File: src/rtl/reset_sequencer_pkg.sv
// Shared types and helpers for the reset sequencer: FSM states, reset cause
// codes and the counter-width rule.
package reset_sequencer_pkg;

  typedef enum logic [1:0] {
    ST_HOLD    = 2'd0,
    ST_RELEASE = 2'd1,
    ST_RUN     = 2'd2
  } state_t;

  typedef enum logic [1:0] {
    CAUSE_POR = 2'b00,
    CAUSE_EXT = 2'b01,
    CAUSE_BTN = 2'b10,
    CAUSE_WDT = 2'b11
  } cause_t;

  // Width that holds 0..max_val. It is never below 1, so a zero-valued
  // parameter still yields a legal vector.
  function automatic int cnt_w(input int max_val);
    return (max_val < 1) ? 1 : $clog2(max_val + 1);
  endfunction

endpackage

File: src/rtl/reset_sequencer_if.sv
// Board-facing signals of the reset sequencer: pushbutton, watchdog kick,
// per-domain resets, ready flag and last reset cause.
interface reset_sequencer_if #(
  parameter int NUM_DOMAINS = 3
) ();
  import reset_sequencer_pkg::*;

  logic                   btn_n;
  logic                   wdt_kick;
  logic [NUM_DOMAINS-1:0] rst_out;
  logic                   ready;
  cause_t                 cause;

  modport master (input btn_n, wdt_kick, output rst_out, ready, cause);
  modport slave  (output btn_n, wdt_kick, input rst_out, ready, cause);

endinterface

File: src/rtl/reset_sequencer_btn_debounce.sv
// Pushbutton conditioning: a 2-FF synchroniser followed by a stable-level
// counter. The debounced state changes only after DEBOUNCE_CYCLES consecutive
// synchronised samples at the new level, so shorter glitches are ignored.
module btn_debounce #(
  parameter int DEBOUNCE_CYCLES = 1024
) (
  input  logic clk,
  input  logic reset,
  input  logic btn_n,
  output logic pressed
);
  import reset_sequencer_pkg::*;

  localparam int             CW       = cnt_w(DEBOUNCE_CYCLES);
  localparam logic [CW-1:0]  CNT_LAST = CW'(DEBOUNCE_CYCLES - 1);

  // Power-up values: synchroniser idle high, button released.
  logic          sync_1 = 1'b1;
  logic          sync_2 = 1'b1;
  logic [CW-1:0] cnt    = '0;
  logic          state  = 1'b0;
  logic          sample_pressed;

  assign sample_pressed = ~sync_2;
  assign pressed        = state;

  // Bring the asynchronous active-low button into the clock domain.
  always_ff @(posedge clk) begin
    if (reset) begin
      sync_1 <= 1'b1;
      sync_2 <= 1'b1;
    end else begin
      sync_1 <= btn_n;
      sync_2 <= sync_1;
    end
  end

  // Count consecutive samples that disagree with the debounced state; flip on the last one.
  always_ff @(posedge clk) begin
    if (reset) begin
      cnt   <= '0;
      state <= 1'b0;
    end else if (sample_pressed == state) begin
      cnt <= '0;
    end else if (cnt == CNT_LAST) begin
      state <= sample_pressed;
      cnt   <= '0;
    end else begin
      cnt <= cnt + 1'b1;
    end
  end

endmodule

File: src/rtl/reset_sequencer.sv
// Multi-domain reset source. Holds every domain in reset after power-up or a
// trigger (external reset, debounced button, watchdog), then releases domains
// in a fixed staggered order, domain 0 first, and records the reset cause.
//
//   state      | meaning
//   -----------+-----------------------------------------------------------
//   ST_HOLD    | all domains in reset; cnt counts trigger-free cycles
//   ST_RELEASE | domain 0 released; next domain (idx) freed every stagger
//   ST_RUN     | all domains released, ready=1, watchdog armed
module reset_sequencer import reset_sequencer_pkg::*; #(
  parameter int NUM_DOMAINS     = 3,
  parameter int POR_CYCLES      = 256,
  parameter int STAGGER_CYCLES  = 16,
  parameter int DEBOUNCE_CYCLES = 1024,
  parameter int WDT_CYCLES      = 0
) (
  input  logic               clk,
  input  logic               reset,
  reset_sequencer_if.master  bus
);

  localparam int                HOLD_W    = cnt_w(POR_CYCLES);
  localparam logic [HOLD_W-1:0] HOLD_LAST = HOLD_W'(POR_CYCLES - 1);
  localparam int                STAG_W    = cnt_w(STAGGER_CYCLES);
  localparam logic [STAG_W-1:0] STAG_LAST = STAG_W'(STAGGER_CYCLES - 1);
  localparam int                IDX_W     = cnt_w(NUM_DOMAINS - 1);
  localparam logic [IDX_W-1:0]  IDX_LAST  = IDX_W'(NUM_DOMAINS - 1);

  // Power-up state comes from these initial register values.
  state_t                 state   = ST_HOLD;
  logic [HOLD_W-1:0]      cnt     = '0;
  logic [STAG_W-1:0]      stag    = '0;
  logic [IDX_W-1:0]       idx     = '0;
  logic [NUM_DOMAINS-1:0] rst_q   = '1;
  logic                   ready_q = 1'b0;
  cause_t                 cause_q = CAUSE_POR;

  state_t                 state_nxt;
  logic [HOLD_W-1:0]      cnt_nxt;
  logic [STAG_W-1:0]      stag_nxt;
  logic [IDX_W-1:0]       idx_nxt;
  logic [NUM_DOMAINS-1:0] rst_nxt;
  logic                   ready_nxt;
  cause_t                 cause_nxt;

  logic btn_pressed;
  logic wdt_expire;

  btn_debounce #(
    .DEBOUNCE_CYCLES(DEBOUNCE_CYCLES)
  ) u_btn (
    .clk    (clk),
    .reset  (reset),
    .btn_n  (bus.btn_n),
    .pressed(btn_pressed)
  );

  if (WDT_CYCLES > 0) begin : g_wdt
    localparam int               WDT_W    = cnt_w(WDT_CYCLES);
    localparam logic [WDT_W-1:0] WDT_LAST = WDT_W'(WDT_CYCLES - 1);

    logic [WDT_W-1:0] wdt_cnt = '0;

    // A kick in the would-be expiry cycle suppresses the expiry.
    assign wdt_expire = (state == ST_RUN) && !bus.wdt_kick && (wdt_cnt == WDT_LAST);

    // Count unkicked RUN cycles; anything outside RUN clears the count.
    always_ff @(posedge clk) begin
      if (reset || state != ST_RUN || bus.wdt_kick || wdt_cnt == WDT_LAST) begin
        wdt_cnt <= '0;
      end else begin
        wdt_cnt <= wdt_cnt + 1'b1;
      end
    end
  end else begin : g_no_wdt
    logic wdt_kick_unused;
    assign wdt_kick_unused = bus.wdt_kick;
    assign wdt_expire      = 1'b0;
  end

  // Next-state and next-output decode; button and watchdog triggers override the sequence.
  always_comb begin
    state_nxt = state;
    cnt_nxt   = cnt;
    stag_nxt  = stag;
    idx_nxt   = idx;
    rst_nxt   = rst_q;
    ready_nxt = ready_q;
    cause_nxt = cause_q;
    if (btn_pressed || wdt_expire) begin
      state_nxt = ST_HOLD;
      cnt_nxt   = '0;
      stag_nxt  = '0;
      idx_nxt   = '0;
      rst_nxt   = '1;
      ready_nxt = 1'b0;
      cause_nxt = btn_pressed ? CAUSE_BTN : CAUSE_WDT;
    end else begin
      case (state)
        ST_HOLD: begin
          if (cnt == HOLD_LAST) begin
            rst_nxt[0] = 1'b0;
            cnt_nxt    = '0;
            if (NUM_DOMAINS == 1) begin
              ready_nxt = 1'b1;
              state_nxt = ST_RUN;
            end else begin
              idx_nxt   = IDX_W'(1);
              stag_nxt  = STAG_LAST;
              state_nxt = ST_RELEASE;
            end
          end else begin
            cnt_nxt = cnt + 1'b1;
          end
        end
        ST_RELEASE: begin
          if (stag == '0) begin
            rst_nxt[idx] = 1'b0;
            if (idx == IDX_LAST) begin
              ready_nxt = 1'b1;
              state_nxt = ST_RUN;
            end else begin
              idx_nxt  = idx + 1'b1;
              stag_nxt = STAG_LAST;
            end
          end else begin
            stag_nxt = stag - 1'b1;
          end
        end
        ST_RUN: begin
        end
        default: begin
          state_nxt = ST_HOLD;
          cnt_nxt   = '0;
          stag_nxt  = '0;
          idx_nxt   = '0;
          rst_nxt   = '1;
          ready_nxt = 1'b0;
        end
      endcase
    end
  end

  // FSM state register; external reset forces a fresh hold.
  always_ff @(posedge clk) begin
    if (reset) begin
      state <= ST_HOLD;
    end else begin
      state <= state_nxt;
    end
  end

  // Counters and registered outputs; external reset wins over all other causes.
  always_ff @(posedge clk) begin
    if (reset) begin
      cnt     <= '0;
      stag    <= '0;
      idx     <= '0;
      rst_q   <= '1;
      ready_q <= 1'b0;
      cause_q <= CAUSE_EXT;
    end else begin
      cnt     <= cnt_nxt;
      stag    <= stag_nxt;
      idx     <= idx_nxt;
      rst_q   <= rst_nxt;
      ready_q <= ready_nxt;
      cause_q <= cause_nxt;
    end
  end

  assign bus.rst_out = rst_q;
  assign bus.ready   = ready_q;
  assign bus.cause   = cause_q;

endmodule
File: src/flat_wrapper.sv
// flat-port wrapper written by rule: the top's interface ports become plain ports
module reset_sequencer_flat import reset_sequencer_pkg::*;
#(
  parameter int NUM_DOMAINS     = 3,
  parameter int POR_CYCLES      = 256,
  parameter int STAGGER_CYCLES  = 16,
  parameter int DEBOUNCE_CYCLES = 1024,
  parameter int WDT_CYCLES      = 0
)
  (clk, reset, bus_btn_n, bus_wdt_kick, bus_rst_out, bus_ready, bus_cause);
  reset_sequencer_if #(.NUM_DOMAINS(NUM_DOMAINS)) bus_i ();
  input  logic clk;
  input  logic reset;
  input wire logic [$bits(bus_i.btn_n)-1:0] bus_btn_n;
  input wire logic [$bits(bus_i.wdt_kick)-1:0] bus_wdt_kick;
  output wire logic [$bits(bus_i.rst_out)-1:0] bus_rst_out;
  output wire logic [$bits(bus_i.ready)-1:0] bus_ready;
  output wire logic [$bits(bus_i.cause)-1:0] bus_cause;
  assign bus_i.btn_n = bus_btn_n;
  assign bus_i.wdt_kick = bus_wdt_kick;
  assign bus_rst_out = bus_i.rst_out;
  assign bus_ready = bus_i.ready;
  assign bus_cause = bus_i.cause;
  reset_sequencer #(.NUM_DOMAINS(NUM_DOMAINS), .POR_CYCLES(POR_CYCLES), .STAGGER_CYCLES(STAGGER_CYCLES), .DEBOUNCE_CYCLES(DEBOUNCE_CYCLES), .WDT_CYCLES(WDT_CYCLES)) u_core (.clk(clk), .reset(reset), .bus(bus_i));
endmodule
File: config.mk
export PLATFORM = sky130hd
export DESIGN_NAME = reset_sequencer_flat
export DESIGN_NICKNAME = d
export VERILOG_FILES = /design/src/rtl/reset_sequencer_pkg.sv /design/src/rtl/reset_sequencer_if.sv /design/src/rtl/reset_sequencer_btn_debounce.sv /design/src/rtl/reset_sequencer.sv /design/src/flat_wrapper.sv
export SDC_FILE = /design/constraint.sdc
export NUM_CORES = 1
export LEC_CHECK = 0
export BUFFER_PORTS_ARGS = -buffer_cell sky130_fd_sc_hd__buf_2
export CORE_MARGIN = 3
export CORE_UTILIZATION = 35
export DETAILED_ROUTE_END_ITERATION = 16
export PLACE_DENSITY = 0.55
export SETUP_SLACK_MARGIN = 0.2
export SYNTH_ARGS = -nofsm -noshare
export SYNTH_HDL_FRONTEND = slang
export SYNTH_SLANG_ARGS = --single-unit
File: constraint.sdc
create_clock -name clk -period 2.35 [get_ports clk]
set_input_delay 0.47 -clock clk [delete_from_list [all_inputs] [get_ports clk]]
set_output_delay 0.47 -clock clk [all_outputs]
set_load 0.02 [all_outputs]
* Word-level counts from Yosys, hierarchy flattened *
Index checks and enable logic that the tools add are counted.

operators by class
  multiplexer cells = 22
  add/sub/neg operators = 4
  bitwise gates (word level) = 6
  $lt $le $gt $ge = 2
  reduce and logical (&&, ||, !) cells = 14
  equal/unequal tests = 11

operators with widths
  cell                                                    number
  case mux 9 bit (2 select lines)                         1
  2-to-1 mux 5 bit                                        3
  case mux 5 bit (3 select lines)                         1
  case mux 2 bit (3 select lines)                         2
  adder 11 x 1 -> 11 bit (second input constant)          1
  equality test 11 x 10 -> 1 bit (second input constant)  1
  2-to-1 mux 2 bit                                        5
  adder 9 x 1 -> 9 bit (second input constant)            1
  equality test 9 x 8 -> 1 bit (second input constant)    1
  2-to-1 mux 9 bit                                        1
  AND reduction 3 bit                                     3
  AND reduction 4 bit                                     2
  inequality test 2 x 1 -> 1 bit (second input constant)  3
  OR reduction 2 bit                                      3
  logical NOT 5 bit                                       1
  subtractor 5 x 1 -> 5 bit (second input constant)       1
  equality test 2 bit (second input constant)             2
  2-to-1 mux 1 bit                                        4
  inverter 1 bit                                          4
  case mux 2 bit (2 select lines)                         1
  AND reduction 2 bit                                     2
  AND 3 bit                                               1
  < comparator 2 x 3 -> 1 bit (second input constant)     1
  2-to-1 mux 3 bit                                        1
  other kinds (13)                                        13

storage, ports and cells
  bits of input ports = 4
  word-level logic and storage cells = 71
  flip-flop bits (word level) = 38

* Depth between registers and ports, before layout *
Gate-level depths: netlist of run 1.

  depth in word-level cells = 8
  gate-level depth with buffers = 6

* Hierarchy *
From an unflattened synthesis of run 1, not the netlist that was laid out.

unflattened totals
  cell total of the unflattened synthesis = 201
  area total of the unflattened synthesis = 1,830.5 um2

modules (own cells, without submodules)
  module           area an instance (um2)  seq. area each (um2)  cells each  times used
  reset_sequencer  1,272.5                 480.5                 140         1
  btn_debounce     558.0                   280.3                 61          1

* Least setup slack after synthesis of run 1 *
OpenSTA, ideal clock, no wires.

  path type = register to register
  from = reg u_core.stag[0]
  to = reg u_core.idx[0]
  stages on the path, launching flop included = 7
  arrival time = 1.558 ns
  setup time = 0.091 ns
  period minus slack after synthesis = 1.649 ns
  slack = 0.701 ns
  cell sequence = dfxtp_1 inv_1 ha_1 or4b_4 a21oi_4 a31oi_1 a311oi_1

between the ends
  longest elaborated chain between the ends = 3

RTL lines
  what                                             RTL line                source
  start: declaration                               reset_sequencer.sv:32   logic [STAG_W-1:0] stag = '0;
  start signal: assignment                         reset_sequencer.sv:164  stag <= stag_nxt;
  logical NOT 5 bit                                reset_sequencer.sv:117  if (stag == '0) begin
  inequality test 2 x 1 -> 1 bit (no source line)  --
  AND reduction 4 bit (no source line)             --
  end signal: assignment                           reset_sequencer.sv:165  idx <= idx_nxt;
  end: declaration                                 reset_sequencer.sv:33   logic [IDX_W-1:0] idx = '0;

Every way passes these cells.
A chain may end at the register's enable or synchronous reset.

* Worst setup path after layout of run 1 *
  from = reg u_core.u_btn.cnt[0]
  to = reg u_core.u_btn.cnt[3]

between the ends
  longest elaborated chain between the ends = 2
  elaborated cells between the ends (all ways) = 3

RTL lines
  what                                                                            RTL line                            source
  start: declaration                                                              reset_sequencer_btn_debounce.sv:20  logic [CW-1:0] cnt = '0;
  start signal: assignment                                                        reset_sequencer_btn_debounce.sv:49  cnt <= cnt + 1'b1;
  parallel branches: the longest is 2 deep, another holds adder 11 x 1 -> 11 bit  --

Parallel ways; which one is timed is not known.

==> out/results.tsv, run 1 <==
metric	value	unit
# H-tree levels	2	
Layout area overhead	13.9	%
post-CTS setup buffer count	0	
Critical Path End Type	register	
Layout Nets	220	
Setup-failing EPs final	0	
Final Hold Fails	0	
hold slack	0.371	ns
Initial Util	0.368	
CP required	2.52	ns
chip height	76.9	um
Peak supply drop	303	uV
CTS Buf Count	5	
Synth Flop Type	dfxtp_1	
CTS Buffer Depth	2	
number of global-route vias before repair	1295	
GPL Wtd Cong	0.768	
setup TNS	0	ns
max_cap viols	0	
CP arrival	1.98	ns
Synth cell types	41	
DP Area	1870	um2
hold_buf cts	0	
clk slew on worst S/H paths	0.08	ns
Cell Pwr Density	673	nW/um2
worst-margin pin slew	0.631	ns
Die X	76.9	um
Post-synth EDFFs	0	
Final Max Slew Viols	0	
Gate Count Post-Synth	194	
HPWL after DPL	2.20	mm
GRT overflow	0	
Rows	25	
Synth Cell Area	1760	um2
critical path type	reg2reg	
vias	1316	
most frequent cells after synthesis	38 x dfxtp_1, 25 x nor2_1, 13 x nand2_1, 12 x inv_1, 10 x xnor2_1	
Mean Syn Cell Area	9.07	um2
Min-Delay Path Class	in2reg	
first-pass GRT wire length	5.65	mm
Finished Cell Area	2000	um2
CTS tree	yes	
maximum clock frequency	0.551	GHz
layout cells sized above 1	0.130	
top post-synthesis cells by area	dfxtp_1 43%, ha_1 6.4%, nor2_1 5.3%, xnor2_1 5.0%, nand2_1 2.8%	
CP Max Fanout	8	
slew margin rel.	0.577	
fin crit share	0.772	
register area share after synthesis	0.432	
Final ANT Viol Nets	0	
I/O Pins	10	
top-count cell post-synth	dfxtp_1	
CP Launch Type	register	
synthesis warning total	0	
leakage	0.000687	uW
Final WS setup	0.536	ns
outcome	completed	
DRT iter0 DRCs	52	
CTS root buf	clkbuf_8	
antenna cells	0	
Port-buffer cells	8	
number of synthesized register bits	38	
Synth area leader	dfxtp_1	
largest net degree at the start of global routing	14	
cts repair resizes	0	
DRC	0	
via density per instance	4.79	
drt first pass iters	4	
RSZ-0062 raised after global routing	no	
core area	4790	um2
syn_nets	207	
post-synth top area share	0.432	
initial antenna violation count	0	
Sink Count	38	
Routed WL	3.10	mm
Clock Skew	0.00851	ns
Die ar.	5910	um2
Setup WS pre-CTS	0.536	ns
share of flip-flops with an asynchronous set or reset	0	
Skew-Pair Late Insertion Delay	0.29	ns
GRT Total Usage	0.118	
drt wl/cell	11.3	um
Final Critical Period	1.81	ns
## kinds of logic after synthesis
logic type / share of synthesized area
AO/OA/AOI/OAI: 0.157
XOR/XNOR: 0.0747
adder cells (fa/ha/maj): 0.0640
buffers and inverters: 0.0434
flip-flops: 0.432
multiplexers: 0.0114
AND/OR/NAND/NOR: 0.217
## routing by layer
metal	wire, um	GRT usage	share of wire
met5	0	0	0
met4	31	0.0435	0.010
met3	84	0.0423	0.027
met2	1390	0.187	0.45
met1	1590	0.146	0.51
## layout by cell type, fill, tap and decap left out, drive strengths merged, types with 6 or more instances in the layout
cell / netlist / layout
a21o: 6 / 6
a21oi: 7 / 7
buf: 4 / 10
dfxtp: 38 / 38
ha: 9 / 9
inv: 12 / 12
nand2: 13 / 13
nand3: 8 / 8
nor2: 25 / 25
nor3: 7 / 7
o21ai: 7 / 7
xnor2: 10 / 10
## final timing paths
path                                           from                   to  depth (start not counted)  slack [ns]
worst min register to register  u_core.u_btn.sync_1  u_core.u_btn.sync_2                          1        0.41
worst max-delay path            u_core.u_btn.cnt[0]  u_core.u_btn.cnt[3]                          5        0.54
worst max register to register  u_core.u_btn.cnt[0]  u_core.u_btn.cnt[3]                          5        0.54
worst min-delay path                      bus_btn_n  u_core.u_btn.sync_1                          2        0.37
## power by group
| group | internal, uW | total [uW] | switching [uW] |
|---|---|---|---|
| Combinational | 10.7 | 26.7 | 16.0 |
| Clock | 425 | 667 | 242 |
| Sequential | 650 | 655 | 5.33 |
| Total | 1090 | 1350 | 263 |
## per-stage QoR
stage / power (uW) / std cells / utilization
2_1_floorplan: 689 / 194 / -
3_3_place_gp: 697 / 267 / 0.390
3_5_place_dp: 698 / 267 / 0.390
4_1_cts: 1370 / 275 / 0.419
5_1_grt: 1400 / 275 / 0.419
6_report: 1350 / 275 / 0.419
## critical path: stages, from the launching register on
cell	delay (ns)
dfxtp_1	0.38
ha_1	0.22
nand2_1	0.11
nor4_1	0.54
a21o_1	0.37
nor2_1	0.08
## layout make-up
cell class                 instances  area [um2]
fill                             501        2780
multi-input combinational        140         922
sequential                        38         761
tap                               67        83.8
clock buffer                       5        68.8
clock inverter                     3        68.8
timing repair buffer              10        55.1
inverter                          12        45.0
## flip-flops by register name, summed over array words and instances, names as in the netlist
signal	count
u_core.bus.cause	2
u_core.bus.ready	1
u_core.bus.rst_out	3
u_core.cnt	9
u_core.idx	2
u_core.stag	5
u_core.state	2
u_core.u_btn.cnt	11
u_core.u_btn.pressed	1
u_core.u_btn.sync_1	1
u_core.u_btn.sync_2	1
Power figures use the tool's default switching activity.
==> inputs of run 2 (changes only) <==
--- a/config.mk
+++ b/config.mk
@@ -9,7 +9,7 @@
 export CORE_MARGIN = 3
 export CORE_UTILIZATION = 35
 export DETAILED_ROUTE_END_ITERATION = 16
-export PLACE_DENSITY = 0.55
+export PLACE_DENSITY = 0.56
 export SETUP_SLACK_MARGIN = 0.2
 export SYNTH_ARGS = -nofsm -noshare
 export SYNTH_HDL_FRONTEND = slang
==> constraint.sdc (replaced) <==
create_clock -name clk -period 1.6 [get_ports clk]
set_input_delay 0.32 -clock clk [delete_from_list [all_inputs] [get_ports clk]]
set_output_delay 0.32 -clock clk [all_outputs]
set_load 0.02 [all_outputs]
==> run 2 against run 1 <==
  * Total power is 48% higher
  * Core utilization increased by 9.3 points
  * Routed wire length is 15% higher
  * Via count grew 10%
  * Maximum frequency rose by 15%
  * Register-to-register slack worse by 0.51 ns
  * Critical path type unchanged
  * Critical endpoint is now u_core.stag[3]
==> out/results.tsv, run 2 (synthesis gave the netlist of run 1 again) <==
metric	value	unit
DP Area	2100	um2
maximum clock frequency	0.636	GHz
Setup WS pre-CTS	0.0230	ns
Initial Util	0.368	
Rows	25	
antenna cells	0	
slew margin rel.	0.792	
largest stage delay on the critical path	0.34	ns
CP Launch Type	register	
number of global-route vias before repair	1346	
GPL Wtd Cong	0.788	
Layout Nets	248	
Finished Cell Area	2450	um2
Clock Skew	0.00367	ns
DRC	0	
drt wl/cell	11.8	um
largest net degree at the start of global routing	14	
Final Non-Filler Cells	303	
CP cell instances	inv_2 -> ha_4 -> buf_4 -> nor4b_4 -> buf_4 -> o31a_1 -> nor3_1 -> nor3_1	
Setup-failing EPs final	0	
leakage	0.000912	uW
Register Area	783	um2
chip height	76.9	um
DRT iter0 DRCs	68	
outcome	completed	
Layout fillers	464	
critical path type	reg2reg	
RSZ-0062 raised after global routing	yes	
Sink Count	38	
commonest cells after routing, fill and taps aside	29 x buf_4, 28 x dfxtp_1, 23 x nor2_1	
Cell Pwr Density	815	nW/um2
worst-margin pin slew	0.309	ns
CTS Buf Count	5	
max reg flops	11	
first-pass GRT wire length	5.91	mm
Die X	76.9	um
Int Pwr	1600	uW
Crit path buffers/inverters	3	
Skew-Pair Late Insertion Delay	0.29	ns
layout cells sized above 1	0.411	
Routed WL	3.57	mm
met1 Use GR	0.154	
CTS root buf	clkbuf_8	
most common cell after layout, fill and taps aside	buf_4	
vias	1453	
core area	4790	um2
Min-Delay Path Class	in2reg	
Final WS setup	0.0287	ns
Psw	392	uW
GRT overflow	0	
multi-input logic area	1120	um2
GRT Total Usage	0.124	
max_cap viols	0	
met2 GRT Util	0.198	
Peak supply drop	619	uV
Port-buffer cells	8	
Final Max Slew Viols	0	
net switching share of the total power	0.196	
via density per instance	4.80	
Placed Cells	290	
Final ANT Viol Nets	0	
sequential fraction of design power	0.481	
Largest regs	u_core.u_btn.cnt x11, u_core.cnt x9, u_core.stag x5	
Final Critical Period	1.57	ns
GRT Max-Usage Layer	met2	
initial antenna violation count	0	
hold_buf cts	0	
CP required	1.78	ns
Clk network pwr share	0.491	
CP arrival	1.75	ns
I/O Pins	10	
CP top delay family	buffers and inverters	
met3 Track Usage GR	0.0352	
clk slew on worst S/H paths	0.08	ns
Critical Path End Type	register	
Layout area overhead	39.2	%
r2r setup slk	0.03	ns
part of the power in combinational logic	0.028	
Die ar.	5910	um2
drt first pass iters	4	
CP Max Fanout	4	
Top reg by flops	u_core.u_btn.cnt	
Tot Pwr	1990	uW
# H-tree levels	2	
CTS tree	yes	
HPWL after DPL	2.43	mm
CP max stage cell	dfxtp_2	
CTS Buffer Depth	2	
fin crit share	0.982	
Final Hold Fails	0	
## run 2: worst paths after layout
kind                                          start             endpoint  depth (start not counted)
worst max register to register       u_core.stag[0]       u_core.stag[3]                          8
worst max-delay path                 u_core.stag[0]       u_core.stag[3]                          8
worst min-delay path                      bus_btn_n  u_core.u_btn.sync_1                          2
worst min register to register  u_core.u_btn.sync_1  u_core.u_btn.sync_2                          1
## run 2: power groups by stage
| stage | combinational (uW) | sequential (uW) | clock [uW] |
|---|---|---|---|
| 2_1_floorplan | 30.1 | 986 | 0 |
| 3_3_place_gp | 52.3 | 986 | 0 |
| 3_5_place_dp | 52.9 | 986 | 0 |
| 4_1_cts | 53.5 | 964 | 1010 |
| 5_1_grt | 65.0 | 962 | 1050 |
| 6_report | 55.8 | 960 | 979 |
## run 2: worst register-to-register path, stage by stage, from the launching register on
cell and delay, ns:
dfxtp_2 0.34, inv_2 0.05, ha_4 0.15, buf_4 0.13
nor4b_4 0.13, buf_4 0.17, o31a_1 0.29, nor3_1 0.14
nor3_1 0.07
## run 2: layout make-up
cell class,instances,area share
Multi-Input combinational cell,140,0.459
Sequential cell,38,0.320
Timing Repair Buffer,38,0.110
Tap cell,67,0.0342
Clock buffer,5,0.0281
Clock inverter,3,0.0281
Inverter,12,0.0204
## run 2: what timing repair did
item / CTS / global route
buffers inserted: 1 / 4
endpoints found under the setup margin: 20 / 31
endpoints found under the hold margin: 0 / 0
gates resized for setup: 4 / 40
pin swaps: 2 / 22
## run 2: stage by stage
stage	TNS [ns]	hold WS [ns]	utilization
after global placement	0	0.393	0.439
final	0	0.210	0.512
after CTS	0	0.197	0.474
after floorplan	0	0.389	-
after detailed placement	0	0.407	0.439
after global routing	-0.149	0.217	0.512
## run 2: layer usage
metal,share of wire,vias up
met5,0,-
met4,0.017,0
met3,0.034,7
met2,0.49,25
met1,0.46,657
li1,-,764
